**src/rtl/muldiv_pkg.sv**
```systemverilog
`default_nettype none
// ============================================================================
// Module  : muldiv_pkg
// Brief   : Shared op codes, default width and state encoding for the
//           multi-cycle multiply/divide unit.
// Revision: 1.0 - initial release
// ============================================================================
package muldiv_pkg;

  localparam int MULDIV_WIDTH = 32;

  localparam logic [2:0] OP_NOP   = 3'b000;
  localparam logic [2:0] OP_MULT  = 3'b001;
  localparam logic [2:0] OP_MULTU = 3'b010;
  localparam logic [2:0] OP_DIV   = 3'b011;
  localparam logic [2:0] OP_DIVU  = 3'b100;
  localparam logic [2:0] OP_MTHI  = 3'b101;
  localparam logic [2:0] OP_MTLO  = 3'b110;
  localparam logic [2:0] OP_RSVD  = 3'b111;

  typedef enum logic {
    IDLE = 1'b0,
    RUN  = 1'b1
  } state_t;

  // True for the four ops that run through the iterative engine.
  function automatic logic is_muldiv(input logic [2:0] op);
    return (op == OP_MULT) || (op == OP_MULTU) ||
           (op == OP_DIV)  || (op == OP_DIVU);
  endfunction

endpackage
`default_nettype wire

```
**src/rtl/muldiv_core.sv**
```systemverilog
`default_nettype none
// ============================================================================
// Module  : muldiv_core
// Brief   : Iterative engine: shift-add multiply and restoring divide, one
//           bit per cycle, with sign fix-up folded into the final iteration.
// Revision: 1.0 - initial release
// ============================================================================
module muldiv_core
  import muldiv_pkg::*;
#(
  parameter int WIDTH = MULDIV_WIDTH
) (
  input  logic             clk,
  input  logic             reset,
  input  logic             start_i,        // accepted mult/div, only while idle
  input  logic [2:0]       op_i,
  input  logic [WIDTH-1:0] a_i,            // rs / dividend
  input  logic [WIDTH-1:0] b_i,            // rt / divisor
  output logic             busy_o,
  output logic [WIDTH-1:0] result_hi_o,
  output logic [WIDTH-1:0] result_lo_o,
  output logic             result_valid_o  // high during the last iteration cycle
);

  localparam int CW = $clog2(WIDTH);
  localparam logic [CW-1:0] LAST = CW'(WIDTH - 1);

  state_t               state_q, state_d;
  logic [CW-1:0]        cnt_q, cnt_d;
  // Mult: {partial product, remaining multiplier}. Div: {remainder, quotient}.
  logic [2*WIDTH-1:0]   acc_q, acc_d;
  logic [WIDTH-1:0]     opb_q, opb_d;     // multiplicand or divisor magnitude
  logic                 is_div_q, is_div_d;
  logic                 neg_q, neg_d;     // product / quotient sign
  logic                 rneg_q, rneg_d;   // remainder sign
  logic                 dz_q, dz_d;       // divide by zero
  logic [WIDTH-1:0]     raw_a_q, raw_a_d; // raw dividend for the /0 result

  logic                 sgn_op;
  logic                 a_neg, b_neg;
  logic [WIDTH-1:0]     a_mag, b_mag;
  logic [WIDTH:0]       mul_sum;
  logic [2*WIDTH-1:0]   mul_next;
  logic [WIDTH:0]       div_rsh;
  logic [WIDTH:0]       div_diff;
  logic [WIDTH-1:0]     div_qsh;
  logic [2*WIDTH-1:0]   div_next;
  logic [2*WIDTH-1:0]   iter_next;
  logic [2*WIDTH-1:0]   prod_fix;
  logic [WIDTH-1:0]     quo_fix, rem_fix;

  // Operand magnitudes and signs at the accept edge.
  always_comb begin
    sgn_op = (op_i == OP_MULT) || (op_i == OP_DIV);
    a_neg  = sgn_op && a_i[WIDTH-1];
    b_neg  = sgn_op && b_i[WIDTH-1];
    a_mag  = a_neg ? ((~a_i) + WIDTH'(1)) : a_i;
    b_mag  = b_neg ? ((~b_i) + WIDTH'(1)) : b_i;
  end

  // One iteration of each datapath; result selection and sign fix-up.
  always_comb begin
    mul_sum  = {1'b0, acc_q[2*WIDTH-1:WIDTH]} + (acc_q[0] ? {1'b0, opb_q} : '0);
    mul_next = {mul_sum, acc_q[WIDTH-1:1]};

    div_rsh  = acc_q[2*WIDTH-1:WIDTH-1];
    div_diff = div_rsh - {1'b0, opb_q};
    div_qsh  = {acc_q[WIDTH-2:0], 1'b0};
    if (!div_diff[WIDTH]) begin
      div_next = {div_diff[WIDTH-1:0], div_qsh | WIDTH'(1)};
    end else begin
      div_next = {div_rsh[WIDTH-1:0], div_qsh};
    end

    iter_next = is_div_q ? div_next : mul_next;

    prod_fix = neg_q  ? ((~iter_next) + (2*WIDTH)'(1)) : iter_next;
    quo_fix  = neg_q  ? ((~iter_next[WIDTH-1:0]) + WIDTH'(1)) : iter_next[WIDTH-1:0];
    rem_fix  = rneg_q ? ((~iter_next[2*WIDTH-1:WIDTH]) + WIDTH'(1))
                      : iter_next[2*WIDTH-1:WIDTH];

    if (!is_div_q) begin
      result_hi_o = prod_fix[2*WIDTH-1:WIDTH];
      result_lo_o = prod_fix[WIDTH-1:0];
    end else if (dz_q) begin
      result_hi_o = raw_a_q;
      result_lo_o = '1;
    end else begin
      result_hi_o = rem_fix;
      result_lo_o = quo_fix;
    end

    result_valid_o = (state_q == RUN) && (cnt_q == LAST);
    busy_o         = (state_q == RUN);
  end

  // Next-state: latch operands on accept, iterate while running.
  always_comb begin
    state_d  = state_q;
    cnt_d    = cnt_q;
    acc_d    = acc_q;
    opb_d    = opb_q;
    is_div_d = is_div_q;
    neg_d    = neg_q;
    rneg_d   = rneg_q;
    dz_d     = dz_q;
    raw_a_d  = raw_a_q;
    if (state_q == IDLE) begin
      if (start_i) begin
        state_d  = RUN;
        cnt_d    = '0;
        is_div_d = (op_i == OP_DIV) || (op_i == OP_DIVU);
        neg_d    = a_neg ^ b_neg;
        rneg_d   = a_neg;
        dz_d     = (b_i == '0);
        raw_a_d  = a_i;
        if ((op_i == OP_DIV) || (op_i == OP_DIVU)) begin
          acc_d = {{WIDTH{1'b0}}, a_mag};
          opb_d = b_mag;
        end else begin
          acc_d = {{WIDTH{1'b0}}, b_mag};
          opb_d = a_mag;
        end
      end
    end else begin
      acc_d = iter_next;
      cnt_d = cnt_q + CW'(1);
      if (cnt_q == LAST) begin
        state_d = IDLE;
      end
    end
  end

  // State and datapath registers.
  always_ff @(posedge clk) begin
    if (reset) begin
      state_q  <= IDLE;
      cnt_q    <= '0;
      acc_q    <= '0;
      opb_q    <= '0;
      is_div_q <= 1'b0;
      neg_q    <= 1'b0;
      rneg_q   <= 1'b0;
      dz_q     <= 1'b0;
      raw_a_q  <= '0;
    end else begin
      state_q  <= state_d;
      cnt_q    <= cnt_d;
      acc_q    <= acc_d;
      opb_q    <= opb_d;
      is_div_q <= is_div_d;
      neg_q    <= neg_d;
      rneg_q   <= rneg_d;
      dz_q     <= dz_d;
      raw_a_q  <= raw_a_d;
    end
  end

endmodule
`default_nettype wire

```
**src/rtl/muldiv_hilo.sv**
```systemverilog
`default_nettype none
// ============================================================================
// Module  : muldiv_hilo
// Brief   : HI/LO register owner: accepts mult/div/mthi/mtlo requests,
//           drives the iterative engine and pulses done after each result.
// Revision: 1.0 - initial release
// ============================================================================
module muldiv_hilo
  import muldiv_pkg::*;
#(
  parameter int WIDTH = MULDIV_WIDTH
) (
  input  logic             clk,
  input  logic             reset,
  input  logic             start,
  input  logic [2:0]       op,
  input  logic [WIDTH-1:0] in1,
  input  logic [WIDTH-1:0] in2,
  output logic             busy,
  output logic             done,
  output logic [WIDTH-1:0] hi,
  output logic [WIDTH-1:0] lo
);

  logic [WIDTH-1:0] hi_q, hi_d;
  logic [WIDTH-1:0] lo_q, lo_d;
  logic             done_q, done_d;
  logic             accept;
  logic             core_start;
  logic             core_busy;
  logic [WIDTH-1:0] res_hi, res_lo;
  logic             res_valid;

  muldiv_core #(
    .WIDTH(WIDTH)
  ) u_core (
    .clk           (clk),
    .reset         (reset),
    .start_i       (core_start),
    .op_i          (op),
    .a_i           (in1),
    .b_i           (in2),
    .busy_o        (core_busy),
    .result_hi_o   (res_hi),
    .result_lo_o   (res_lo),
    .result_valid_o(res_valid)
  );

  // Accept logic; reserved op 111 behaves as NOP, and requests while busy are dropped.
  always_comb begin
    accept     = start && !core_busy && (op != OP_NOP) && (op != OP_RSVD);
    core_start = accept && is_muldiv(op);
    hi_d       = hi_q;
    lo_d       = lo_q;
    done_d     = res_valid;
    if (res_valid) begin
      hi_d = res_hi;
      lo_d = res_lo;
    end else if (accept && (op == OP_MTHI)) begin
      hi_d = in1;
    end else if (accept && (op == OP_MTLO)) begin
      lo_d = in1;
    end
  end

  // HI/LO architectural registers and the done pulse.
  always_ff @(posedge clk) begin
    if (reset) begin
      hi_q   <= '0;
      lo_q   <= '0;
      done_q <= 1'b0;
    end else begin
      hi_q   <= hi_d;
      lo_q   <= lo_d;
      done_q <= done_d;
    end
  end

  assign busy = core_busy;
  assign done = done_q;
  assign hi   = hi_q;
  assign lo   = lo_q;

endmodule
`default_nettype wire

```
**config.mk**
```make
export PLATFORM = sky130hd
export DESIGN_NAME = muldiv_hilo
export DESIGN_NICKNAME = d
export VERILOG_FILES = /design/src/rtl/muldiv_pkg.sv /design/src/rtl/muldiv_core.sv /design/src/rtl/muldiv_hilo.sv
export SDC_FILE = /design/constraint.sdc
export NUM_CORES = 1
export LEC_CHECK = 0
export ABC_AREA = 0
export CAP_MARGIN = 15
export CORE_ASPECT_RATIO = 0.9
export CORE_MARGIN = 2
export CORE_UTILIZATION = 45
export DETAILED_ROUTE_END_ITERATION = 8
export RECOVER_POWER = 100
export SYNTH_ARGS = -nofsm -noshare
export SYNTH_HDL_FRONTEND = slang
export SYNTH_SLANG_ARGS = --single-unit
```
**constraint.sdc**
```tcl
create_clock -name clk -period 5.65 [get_ports clk]
set_input_delay 0.565 -clock clk [delete_from_list [all_inputs] [get_ports clk]]
set_output_delay 0.565 -clock clk [all_outputs]
set_load 0.01 [all_outputs]
```
# [Word level (Yosys, flattened, before mapping)]
# Index checks and enable logic that the tools add are counted.
[op_classes] n_bitwise=7 muxes=26 addsub=8 n_reduce_logical=22 n_eq_ne=9
[op_table] operator="$mux W32" n=16
[op_table] operator="$mux W64" n=5
[op_table] operator="$add A32 B1 Y32 const B" n=4
[op_table] operator="$not A32 Y32" n=4
[op_table] operator="$add A64 B1 Y64 const B" n=1
[op_table] operator="$not A64 Y64" n=1
[op_table] operator="$add A32 B33 Y33" n=1
[op_table] operator="$sub A33 B32 Y33" n=1
[op_table] operator="$logic_not A32 Y1" n=1
[op_table] operator="$mux W5" n=2
[op_table] operator="$eq A3 B3 Y1 const B" n=3
[op_table] operator="$logic_and A1 B1 Y1" n=9
[op_table] operator="$eq A3 B2 Y1 const B" n=2
[op_table] operator="$reduce_bool A2 Y1" n=3
[op_table] operator="$add A5 B1 Y5 const B" n=1
[op_table] operator="$eq A5 B5 Y1 const B" n=1
[op_table] operator="$logic_or A1 B1 Y1" n=5
[op_table] operator="$reduce_and A2 Y1" n=2
[op_table] operator="$eq A3 B1 Y1 const B" n=1
[op_table] operator="$mux W1" n=3
[op_table] operator="$ne A3 B3 Y1 const B" n=1
[op_table] operator="$reduce_bool A3 Y1" n=1
[op_table] operator="$ne A2 B2 Y1 const B" n=1
[op_table] operator="$logic_not A1 Y1" n=1
[op_table] operator="other kinds (2)" n=2
[totals] elab_cells=84 register_bits=203 out_inout_bits=66

# [Longest topological paths before layout]
# Gate-level depths: netlist of the first run.
[logic_depth] depth_word=9 depth_mapped=23 depth_no_buf=23

# [By module]
# A second synthesis of the first run with hierarchy kept.
[hier_totals] cells_unflattened=2713 hier_area_um2=19552.5
[modules_own_cells] module="muldiv_core" seq_area_each_um2=2762.6 n_inst=1 area_each_um2=15996.6 cells_per_inst=2334
[modules_own_cells] module="muldiv_hilo" seq_area_each_um2=1301.2 n_inst=1 area_each_um2=3555.9 cells_per_inst=379

# [Worst setup path after synthesis of the first run]
# OpenSTA, ideal clock, no wires.
[synth_timing] path_kind="register -> register" from="register u_core.acc_q[31]" to="register hi_q[24], in the netlist hi[24]" n_path_buf=2 setup_slack_ns=1.014 t_arrival_ns=4.503 path_stages_with_launch=24 synth_period_minus_slack_ns=4.636 required_time_ns=5.517 path_cell_list="dfxtp_1 inv_1 ha_1 inv_1 fa_1 a211oi_1 o211ai_2 nand4_4 a21o_4 a21oi_4 buf_6 nor2_2 buf_2 mux2i_1 a21oi_1 inv_1 ha_1 nand3_1 nor3_4 nand4b_2 or4_4 mux2_4 o221ai_2 a21oi_1"
[synth_between] elab_chain_cells=9 word_cells_on_any_way=12
[synth_lines] item="from (decl)" line_no="muldiv_core.sv:31" source="logic [2*WIDTH-1:0] acc_q, acc_d;"
[synth_lines] item="from (signal assigned)" line_no="muldiv_core.sv:139" source="acc_q <= '0;"
[synth_lines] item="from (signal assigned)" line_no="muldiv_core.sv:149" source="acc_q <= acc_d;"
[synth_lines] item="$sub A33 B32 Y33" line_no="muldiv_core.sv:67" source="div_diff = div_rsh - {1'b0, opb_q};"
[synth_lines] item="$mux W64" line_no="muldiv_core.sv:69" source="if (!div_diff[WIDTH]) begin"
[synth_lines] item="$mux W64 *" line_no="muldiv_core.sv:75" source="iter_next = is_div_q ? div_next : mul_next;"
[synth_lines] item="$not A32 Y32" line_no="muldiv_core.sv:79" source="rem_fix = rneg_q ? ((~iter_next[2*WIDTH-1:WIDTH]) + WIDTH'(1))"
[synth_lines] item="$add A32 B1 Y32" line_no="muldiv_core.sv:79"
[synth_lines] item="$mux W32" line_no="muldiv_core.sv:79"
[synth_lines] item="$mux W32" line_no="muldiv_core.sv:85" source="end else if (dz_q) begin"
[synth_lines] item="$mux W32 *" line_no="muldiv_core.sv:82" source="if (!is_div_q) begin"
[synth_lines] item="$mux W32 *" line_no="muldiv_hilo.sv:56" source="if (res_valid) begin"
[synth_lines] item="to (signal assigned)" line_no="muldiv_hilo.sv:73" source="hi_q <= hi_d;"
[synth_lines] item="to (decl)" line_no="muldiv_hilo.sv:25" source="logic [WIDTH-1:0] hi_q, hi_d;"
# Mark *: on every way between the ends. The rest lies on a longest branch, timed or not.
# A chain may end at the register's enable or synchronous reset.

# [Worst setup path in the final report of the first run]
[layout_timing] from="register u_core.acc_q[0]" to="register hi_q[31], in the netlist hi[31]"
[layout_between] elab_chain_cells=9 word_cells_on_any_way=13
[layout_lines] item="$mux W32" line_no="muldiv_core.sv:63" source="mul_sum = {1'b0, acc_q[2*WIDTH-1:WIDTH]} + (acc_q[0] ? {1'b0, opb_q} : '0);"
[layout_lines] item="$add A32 B33 Y33" line_no="muldiv_core.sv:63"
[layout_lines] item="$mux W64 *" line_no="muldiv_core.sv:75"
[layout_lines] item="$not A32 Y32" line_no="muldiv_core.sv:79"
[layout_lines] item="$add A32 B1 Y32" line_no="muldiv_core.sv:79"
[layout_lines] item="$mux W32" line_no="muldiv_core.sv:79"
[layout_lines] item="$mux W32" line_no="muldiv_core.sv:85"
[layout_lines] item="$mux W32 *" line_no="muldiv_core.sv:82"
[layout_lines] item="$mux W32 *" line_no="muldiv_hilo.sv:56"
# Marks and branches as above.

==> results of run 1 <==
==> sequential cells by signal, indices dropped and copies added (netlist names), 5 cells and up <==
name            flops
u_core.acc_q       64
hi                 32
lo                 32
u_core.opb_q       32
u_core.raw_a_q     32
u_core.cnt_q        5
==> cells in the final DEF (no fill, tap or decap), types with 26 or more instances in the layout <==
cell type and instances:
nor3_1 61, o211ai_1 51, a221oi_1 65, a31oi_1 36, clkbuf_16 26, o21ai_0 123
nand4_1 30, dlygate4sd3_1 67, a21oi_1 225, and3_1 47, xor2_1 82, nand3_1 45
mux2i_1 61, xnor2_1 101, buf_4 88, ha_1 70, a211oi_1 30, nor2_1 259
dfxtp_1 201, clkdlybuf4s50_1 67, inv_1 69, nand2_1 336, and2_1 40
==> routing by layer <==
layer  global-route usage (%)  part of all wire (%)  wire [um]
met1                     57.0                    44      37300
met2                     56.3                    41      34500
met3                     7.67                    12       9840
met4                     11.6                   3.4       2880
met5                        0                     0          0
==> cell families (layout without fill, tap and decap cells) <==
group	Yosys count	count (layout)
compound gates	763	763
xor+xnor	183	183
fa+ha+maj	72	72
buf+inv	246	348
flops	203	203
mux	80	80
simple gates	960	960
==> final cells by class <==
type,instances,area [um2],share of cell area [%]
tap,532,666,3.16
inverter,70,263,1.25
sequential,203,4070,19.3
clock inverter,11,168,0.797
timing repair buffer,232,2050,9.77
clock buffer,35,714,3.40
multi-input combinational,2058,13100,62.3
==> final timing paths <==
path	end	start	slack, ns	depth (start not counted)
worst max-delay path	hi[31]	u_core.acc_q[0]	0.15	16
worst min-delay path	u_core.raw_a_q[29]	u_core.raw_a_q[29]	0.46	2
worst max register to register	hi[31]	u_core.acc_q[0]	0.15	16
worst min register to register	u_core.raw_a_q[29]	u_core.raw_a_q[29]	0.46	2
==> stage by stage <==
stage / setup WS [ns] / std cells
2_1_floorplan: 1.01 / 2507
3_3_place_gp: 0.408 / 3094
3_5_place_dp: 0.299 / 3094
4_1_cts: 0.282 / 3140
5_1_grt: 0.0173 / 3141
6_report: 0.153 / 3141
==> report_power, final <==
group / switching (mW) / leakage [nW] / internal, mW
clock: 0.742 / 0.422 / 1.03
combinational: 1.11 / 6.08 / 0.561
sequential: 0.0809 / 1.65 / 1.49
==> critical path: stages, from the launching register on <==
cell      delay [ns]
dfxtp_1         0.90
and2_1          0.29
ha_1            0.24
a21o_1          0.22
nand4_1         0.12
a21oi_1         0.16
o311ai_1        1.07
a211oi_1        0.35
o32ai_1         0.45
xnor2_1         0.16
nor2_1          0.11
a21oi_1         0.05
buf_4           0.15
nor4_1          0.42
nor3b_1         0.32
mux2i_1         0.23
a211oi_1        0.09
==> what timing repair did <==
| item | in CTS | in global routing |
|---|---|---|
| hold endpoints to repair | 0 | 0 |
| setup endpoints to repair | 0 | 4 |
| resized for setup | 0 | 3 |
==> results_dict.tcl, run 1 <==
set metrics [dict create \
    status "finished, violations left" \
    violations "capacitance limit, slew limit" \
    clk_pin_slew_ns 0.06 \
    portBuffers 135 \
    fin_util_pct 53.1 \
    cp_max_fo 22 \
    min_period_ns 5.50 \
    antenna_found_initial 1 \
    placed_cell_area_um2 20200 \
    synth_common_cells "nand2_1 (336), nor2_1 (262), a21oi_1 (226), dfxtp_1 (203), clkbuf_1 (139)" \
    rows 69 \
    drcViolationCount 0 \
    cts_buffer_depth 3 \
    yosys-top-cells-area "dfxtp_1 (22%), nand2_1 (6.9%), a21oi_1 (6.2%)" \
    die_w_um 216 \
    fin_crit_sh_pct 97.3 \
    worst_setup_path_end_kind "flop" \
    async_flop_share_pct 0 \
    pin_count 136 \
    pwr_density_cell_nw_per_um2 239 \
    synthCells 2507 \
    avgSynthCellArea_um2 7.24 \
    dieHeight_um 195 \
    hold-worst-slack_ns 0.455 \
    yosys.cell_count.top_type "nand2_1" \
    synth_edf_count 0 \
    grt_overflow 0 \
    finalHoldViolations 0 \
    ys.flop_type "dfxtp_1" \
    drt_iter0_markers 3116 \
    max_freq_mhz 182 \
    skew_ns 0.0348 \
    p_total_mw 5.02 \
    maxCapViolations 3 \
    ir_drop_uv 234 \
    num_antenna_cells 0 \
    synthAdderAreaFrac_pct 5.04 \
    ys_seq_area_share_pct 22.4 \
    synth_cell_types 112 \
    postRouteAntennaNets 0 \
    cts_root_buffer "clkbuf_16" \
    drt_first_pass_iters 9 \
    setup-tns-final_ns 0 \
    design_area_um2 21000 \
    hpwl_mm 65.3 \
    synth_top_cell_area_share_pct 22.4 \
    grt_pass1_wl_mm 123 \
    postCtsHoldBufs 0 \
    cts.sink_count 203 \
    syn_nets 2649 \
    yosys_warnings 0 \
    clock_latency_ns 0.59 \
    synth_top_family_by_area "compound AO/OA/AOI/OAI gates" \
    leakagePower_nw 8.15 \
    cts_tree "built" \
    vias 20677 \
    cts_htree_levels 1 \
    worstPathArrival_ns 5.91 \
    critPathRequiredTime_ns 6.07 \
    slew_headroom_pct -177 \
    start_kind "flop" \
    initial_core_util_pct 45.8 \
    hp-class "flop to flop" \
    numCtsBuffers 26 \
    n_fill_cell 3946 \
    synth-seq-cells 203 \
    cts_setup_buffers 0 \
    yosys.area.top_type "dfxtp_1" \
    die-area_um2 42000 \
    synthSimpleGateAreaFrac_pct 25.3 \
    track_usage_pct 38.7 \
    synth_xor_area_share_pct 8.83 \
    tightest_slew_ns 4.15 \
    gp_congestion 1.04 \
    syn-cell-area_um2 18200 \
    finalWirelength_mm 84.5 \
    core_area_um2 39600 \
    layout-drive-gt1-share_pct 8.32 \
    post_drt_wl_per_cell_um 26.9 \
    critPathKind "flop to flop" \
    setup_viol 0 \
    rsz0062_at_grt "false" \
    final-max-slew-violation-count 257 \
    grt_max_degree 109 \
    synthMuxAreaShare_pct 4.56 \
    area_growth_pct 15.8 \
    grt_pass1_vias 18622 \
    via_per_inst 6.58 \
    fin_nets 2733 \
    synth_compound_area_share_pct 28.5 \
]
No activity file was read; power rests on OpenSTA's default activity.
==> inputs of run 2 (changes only) <==
- SLEW_MARGIN: unset -> 0
==> results of run 2 <==
No change in the layout: final DEF, timing and power equal those of run 1.
